==> config.mk <==
export PLATFORM = sky130hd
export DESIGN_NAME = stall_forward_ctrl
export DESIGN_NICKNAME = d
export VERILOG_FILES = /design/src/rtl/stall_forward_ctrl.sv
export SDC_FILE = /design/constraint.sdc
export NUM_CORES = 1
export LEC_CHECK = 0
export CORE_MARGIN = 5
export CORE_UTILIZATION = 40
export DETAILED_ROUTE_END_ITERATION = 7
export GPL_ROUTABILITY_DRIVEN = 0
export PLACE_DENSITY = 0.74
export SYNTH_ARGS = -nofsm -noshare
export SYNTH_HDL_FRONTEND = slang
export SYNTH_SLANG_ARGS = --single-unit
==> constraint.sdc <==
create_clock -name clk -period 3.55 [get_ports clk]
set_input_delay 0.5325 -clock clk [delete_from_list [all_inputs] [get_ports clk]]
set_output_delay 0.5325 -clock clk [all_outputs]
set_load 0.005 [all_outputs]
==> src/rtl/stall_forward_ctrl.sv <==
// Hazard scoreboard for the D stage: stall, operand forward selects
// and MAD busy tracking across NSTAGE post-decode stages.
module stall_forward_ctrl #(
  parameter int NSTAGE   = 3,
  parameter int RW       = 5,
  parameter int TW       = 3,
  parameter int MULT_CYC = 5,
  parameter int DIV_CYC  = 10,
  parameter int FW       = $clog2(NSTAGE + 1)
) (
  input  logic          clk,
  input  logic          reset,
  input  logic          d_valid,
  input  logic [RW-1:0] d_rs,
  input  logic [RW-1:0] d_rt,
  input  logic          d_rs_use,
  input  logic          d_rt_use,
  input  logic [TW-1:0] d_rs_tuse,
  input  logic [TW-1:0] d_rt_tuse,
  input  logic [RW-1:0] d_a3,
  input  logic          d_wen,
  input  logic [TW-1:0] d_tnew,
  input  logic          d_mad_start,
  input  logic          d_mad_div,
  input  logic          d_mad_use,
  input  logic          flush,
  output logic          stall,
  output logic [FW-1:0] fwd_rs,
  output logic [FW-1:0] fwd_rt,
  output logic          mad_busy
);

  localparam int MC = (MULT_CYC > DIV_CYC) ? MULT_CYC : DIV_CYC;
  localparam int CW = $clog2(MC + 1);

  logic          r_v    [1:NSTAGE];
  logic [RW-1:0] r_a3   [1:NSTAGE];
  logic [TW-1:0] r_tnew [1:NSTAGE];
  logic [CW-1:0] r_cnt;

  logic          w_rs_hit;
  logic          w_rt_hit;
  logic [FW-1:0] w_rs_k;
  logic [FW-1:0] w_rt_k;
  logic [TW-1:0] w_rs_tn;
  logic [TW-1:0] w_rt_tn;
  logic          w_rs_st;
  logic          w_rt_st;
  logic          w_stall;
  logic          w_mad_ld;

  // Youngest-match search: scan old to young so the smallest k wins.
  always_comb begin
    w_rs_hit = 1'b0;
    w_rt_hit = 1'b0;
    w_rs_k   = '0;
    w_rt_k   = '0;
    w_rs_tn  = '0;
    w_rt_tn  = '0;
    for (int k = NSTAGE; k >= 1; k--) begin
      if (d_rs_use && d_rs != '0 &&
          r_v[k] && r_a3[k] == d_rs) begin
        w_rs_hit = 1'b1;
        w_rs_k   = FW'(k);
        w_rs_tn  = r_tnew[k];
      end
      if (d_rt_use && d_rt != '0 &&
          r_v[k] && r_a3[k] == d_rt) begin
        w_rt_hit = 1'b1;
        w_rt_k   = FW'(k);
        w_rt_tn  = r_tnew[k];
      end
    end
  end

  assign w_rs_st  = w_rs_hit && (w_rs_tn > d_rs_tuse);
  assign w_rt_st  = w_rt_hit && (w_rt_tn > d_rt_tuse);
  assign mad_busy = (r_cnt != '0);
  assign w_stall  = d_valid && !flush &&
                    (w_rs_st || w_rt_st ||
                     (d_mad_use && mad_busy));
  assign stall    = w_stall;
  assign fwd_rs   = (w_rs_hit && w_rs_tn == '0) ? w_rs_k : '0;
  assign fwd_rt   = (w_rt_hit && w_rt_tn == '0) ? w_rt_k : '0;
  assign w_mad_ld = d_valid && d_mad_start &&
                    !w_stall && !flush;

  // Scoreboard shift with saturating tnew; s[1] takes D or a bubble.
  always_ff @(posedge clk) begin
    if (!reset) begin
      for (int k = 1; k <= NSTAGE; k++) begin
        r_v[k]    <= 1'b0;
        r_a3[k]   <= '0;
        r_tnew[k] <= '0;
      end
    end else begin
      for (int k = NSTAGE; k >= 2; k--) begin
        r_v[k]    <= r_v[k-1];
        r_a3[k]   <= r_a3[k-1];
        r_tnew[k] <= (r_tnew[k-1] != '0) ?
                     r_tnew[k-1] - TW'(1) : '0;
      end
      if (flush || w_stall || !d_valid) begin
        r_v[1]    <= 1'b0;
        r_a3[1]   <= '0;
        r_tnew[1] <= '0;
      end else begin
        r_v[1]    <= d_wen && (d_a3 != '0);
        r_a3[1]   <= d_a3;
        r_tnew[1] <= d_tnew;
      end
    end
  end

  // MAD busy counter; a started op runs to completion across flush.
  always_ff @(posedge clk) begin
    if (!reset) begin
      r_cnt <= '0;
    end else if (w_mad_ld) begin
      r_cnt <= d_mad_div ? CW'(DIV_CYC) : CW'(MULT_CYC);
    end else if (r_cnt != '0) begin
      r_cnt <= r_cnt - CW'(1);
    end
  end

endmodule

# [Word-level counts from Yosys, hierarchy flattened]
# Memory sizes are Yosys's and may differ from the RTL's.
# Cells that the tools add are included.
[classes] eq_ne=6 n_addsub=3 reduce_logical=41 magnitude_cmp=2 bitwise=12 mux=45
[ops] cell="two-way mux 3 bit" count=12
[ops] cell="== test 5 bit" count=6
[ops] cell="logical AND 1 bit" count=25
[ops] cell="two-way mux 5 bit" count=4
[ops] cell="two-way mux 1 bit" count=18
[ops] cell="two-way mux 2 bit" count=8
[ops] cell="nonzero test 5 bit" count=3
[ops] cell="two-way mux 4 bit" count=3
[ops] cell="OR 1 bit" count=12
[ops] cell="> comparator 3 bit" count=2
[ops] cell="zero test 3 bit" count=2
[ops] cell="nonzero test 3 bit" count=2
[ops] cell="subtractor 3 x 1 -> 3 bit, second input constant" count=2
[ops] cell="logical OR 1 bit" count=4
[ops] cell="nonzero test 4 bit" count=1
[ops] cell="subtractor 4 x 1 -> 4 bit, second input constant" count=1
[ops] cell="zero test 1 bit" count=3
[ops] cell="nonzero test 2 bit" count=1
[word_totals] ff_bits=4 in_bits=34 output_inout_bits=6 ramBits=27 wordCells=113 mem_count=3
[memory_table] memory="r_a3" depth=3 width=5 read_ports=3 rd_clocked_by_memory_dff=0 write_ports=3 line="37" rtl="logic [RW-1:0] r_a3 [1:NSTAGE];"
[memory_table] memory="r_tnew" depth=3 width=3 read_ports=3 rd_clocked_by_memory_dff=0 write_ports=3 line="38" rtl="logic [TW-1:0] r_tnew [1:NSTAGE];"
[memory_table] memory="r_v" depth=3 width=1 read_ports=3 rd_clocked_by_memory_dff=0 write_ports=3 line="36" rtl="logic r_v [1:NSTAGE];"

# [Logic depth before layout (Yosys ltp)]
[logic_depth] ltp_word=19 mapped_depth=13

# [Least setup slack after synthesis]
# Ideal clock, no wire load.
[synth_timing] path_kind="in2out" start="input port d_rt[1]" end="output port stall" stages=12 path_slack_ns=0.234 t_arrival_ns=2.783 cell_sequence="xor2_1 nor4_4 nand4_4 mux2_2 a21oi_1 ha_1 nor2b_1 o21a_1 o21ai_0 a31oi_4 nor2_1 a21boi_0"
[synth_between] elab_chain_cells=12
[synth_rtl] element="start: declaration" line="15" rtl="input logic [RW-1:0] d_rt,"
[synth_rtl] element="nonzero test 5 bit" line="67" rtl="if (d_rt_use && d_rt != '0 &&"
[synth_rtl] element="logical AND 1 bit (2 in a row)" line="67"
[synth_rtl] element="logical AND 1 bit" line="68" rtl="r_v[k] && r_a3[k] == d_rt) begin"
[synth_rtl] element="two-way mux 3 bit (3 in a row)" line="67"
[synth_rtl] element="> comparator 3 bit" line="77" rtl="assign w_rt_st = w_rt_hit && (w_rt_tn > d_rt_tuse);"
[synth_rtl] element="logical AND 1 bit (*)" line="77"
[synth_rtl] element="logical OR 1 bit (*) (2 in a row)" line="80" rtl="(w_rs_st || w_rt_st ||"
[synth_rtl] element="logical AND 1 bit (*)" line="79" rtl="assign w_stall = d_valid && !flush &&"
[synth_rtl] element="end: declaration" line="27" rtl="output logic stall,"
# Mark *: on every way between the ends. The rest lies on a longest branch, timed or not.

# [Final worst setup path]
# Same ends and word-level chain as after synthesis.

==> results.yml <==
critical_path:
  worstPathMaxFanout: 3
  cp_top_family: "compound AO/OA/AOI/OAI gates"
  cp_cell_sequence: "clkbuf_2 -> buf_4 -> xor2_1 -> a211oi_2 -> nand3_1 -> mux2_4 -> a21oi_2 -> inv_1 -> ha_1 -> nor2b_1 -> o21a_1 -> o21ai_2 -> a31oi_4 -> nor2_1 -> a21boi_1 -> buf_2"
  crit_path_end_kind: "output port"
  critPathBufInv: 4
  worst_ep_required_time_ns: 3.02
  crit_type: "primary input to output port"
  start_kind: "primary input"
  cpPeakStageDelay_ns: 0.34
  worstPathArrival_ns: 2.96
  crit_path_top_delay_cell: "a211oi_2"
detailed_routing:
  wl_per_cell_um: 13.75
  vias: 1829
  drcViolationCount: 0
  drt_wl_total_um: 5390
  firstDrtPassIters: 4
  via_per_inst: 4.666
  first_iter_violations: 112
  antenna_left: 0
synth:
  synth_edf_count: 9
  synth-main-ff-cell: "dfxtp_1"
  netlist_area_um2: 2157
  synth_top_area_share_pct: 20.42
  ys_ff_latch: 31
  synth_top_area_cell: "dfxtp_1"
  synthTopCellsByArea: "dfxtp_1 20%, edfxtp_1 13%, xor2_1 11%, ha_1 7.0%, and2_1 4.9%"
  yosysSeqAreaShare_pct: 32.95
  async_flop_share_pct: 0
  synth.avg_cell_area_um2: 9.940
  synth_warnings: 0
  synth_cell_types: 43
  synth_cells: 217
floorplan:
  num_rows: 26
  die_y_um: 83.44
  start_util_pct: 41.70
  io_pins: 40
  die_w_um: 83.44
  die_area_um2: 6961
  core_area_um2: 5172
outcome:
  status: "finished, final reports clean"
placement:
  placed_area_um2: 2958
  io_buffers: 39
  dpl.hpwl_um: 3919
clock_tree:
  path_clk_slew_ns: 0.07
  cts_sinks: 31
  htreeDepth: 2
  cts_buffers: 5
  clk_path_buf_depth: 2
  cts_root_buf: "clkbuf_8"
  insertion_delay_ns: 0.29
  cts_tree: "built"
power:
  ir_drop_v: 0.0002717
  total_power_uw: 1044
  cellLeakagePower_uw: 0.001420
  power.density_nw_per_um2: 324.1
sta:
  tns_ns: 0
  fin_skew_ns: 0.009595
  fin_crit_ns: 3.494
  finalMaxSlewViolations: 0
  fin_crit_sh_pct: 98.42
  fmax_ghz: 0.2862
  whs_ns: 0.4138
  setup_viol: 0
  hold_viol: 0
  rsz0062_at_grt: "true"
layout:
  final_area_um2: 3219
  drive_above_1_share_pct: 36.65
  n_fill_cell: 427
  diodes: 0
  area_growth_pct: 49.25
  nNetsFinal: 367
global_routing:
  grt_pass1_wl_um: 9101
  grt-ovfl-total: 0
  grt_util_all_layers_pct: 15.92
  first_global_vias: 1912
  antenna_found_initial: 0
  grt_max_degree: 24
worst_hold_path:
  hold_class: "register to register"
job:
  cap_violations: 0
==> area by class of cell <==
type,instances,area (um2),share of cell area [%]
clock buffers,6,72.57,2.254
clock inverters,2,12.51,0.3887
inverters,17,63.81,1.982
multi-input cells,175,1524,47.34
flip-flops and latches,31,710.7,22.08
well taps,70,87.58,2.721
repair buffers,91,748.2,23.24
==> logic make-up after synthesis <==
logic type                 count (synthesis)  share of synthesized area [%]
and+or+nand+nor                           86                          27.90
xor gates and xnor gates                  32                          12.99
DFF                                       31                          32.95
AOI/OAI and AO/OA                         24                          9.803
buffers and inverters                     19                          3.306
adders and majority gates                 12                          6.960
muxes                                     12                          5.916
other                                      1                         0.1738
==> per-layer routing <==
| layer | share of wire, % | GRT usage (%) | up-vias | wire, um |
|---|---|---|---|---|
| met2 | 49 | 26.82 | 47 | 2621 |
| li1 | - | - | 943 | - |
| met1 | 45 | 19.93 | 833 | 2437 |
| met3 | 5.1 | 4.554 | 6 | 274 |
| met4 | 1.1 | 4.094 | 0 | 57 |
| met5 | 0 | 0 | - | 0 |
==> per-stage QoR <==
step / util (%) / setup WS (ns) / instances
floorplan: - / 0.2341 / 225
global placement: 57.18 / -0.9214 / 372
detailed placement: 57.18 / -0.9123 / 372
CTS: 60.98 / 0.002119 / 390
global route: 62.24 / -0.08885 / 392
finish: 62.24 / 0.05617 / 392
==> cells in the mapped netlist, drive strengths merged, types with 6 or more instances <==
cell and n:
nor4 9, nand3 13, mux2 6, nand2 14, and2 20, nor2 14, edfxtp 9, inv 17
dfxtp 22, mux2i 6, ha 12, xor2 27, a21oi 6
==> sequential cells by signal, indices dropped and copies added (netlist names) <==
name,count
r_a3,15
r_tnew,9
r_cnt,4
r_v,3
==> power breakdown <==
| group | switching (uW) | internal (uW) | leakage, uW |
|---|---|---|---|
| registers | 31.7 | 404 | 0.000274 |
| logic | 157 | 172 | 0.00110 |
| clock network | 142 | 137 | 0.0000412 |
| total | 331 | 713 | 0.00142 |
==> final timing paths <==
check                          startpoint  slack, ns  depth (start not counted)                       to
setup reg to reg   r_a3[0][12]$_SDFF_PN0_       0.33                         14      r_v[0][1]$_DFFE_PP_
setup / recovery                  d_rt[1]       0.06                         16                    stall
hold / removal    r_tnew[0][6]$_SDFF_PN0_       0.41                          1  r_tnew[0][9]$_SDFF_PN0_
hold reg to reg   r_tnew[0][6]$_SDFF_PN0_       0.41                          1  r_tnew[0][9]$_SDFF_PN0_
==> what timing repair did <==
action / CTS / global route
hold buffers: 0 / 0
pin swaps: 22 / 14
setup endpoints to repair: 18 / 4
resized for setup: 56 / 21
gates cloned: 0 / 0
setup buffers: 10 / 2
==> placed cells by master, fill, tap and decap left out, drive strengths merged, types with 12 or more instances in the layout <==
master and count:
inv 17, nand3 13, buf 59, ha 12
clkdlybuf4s50 25, and2 20, nor2 14, xor2 27
nand2 14, dfxtp 22
(Power assumes the default switching activity.)
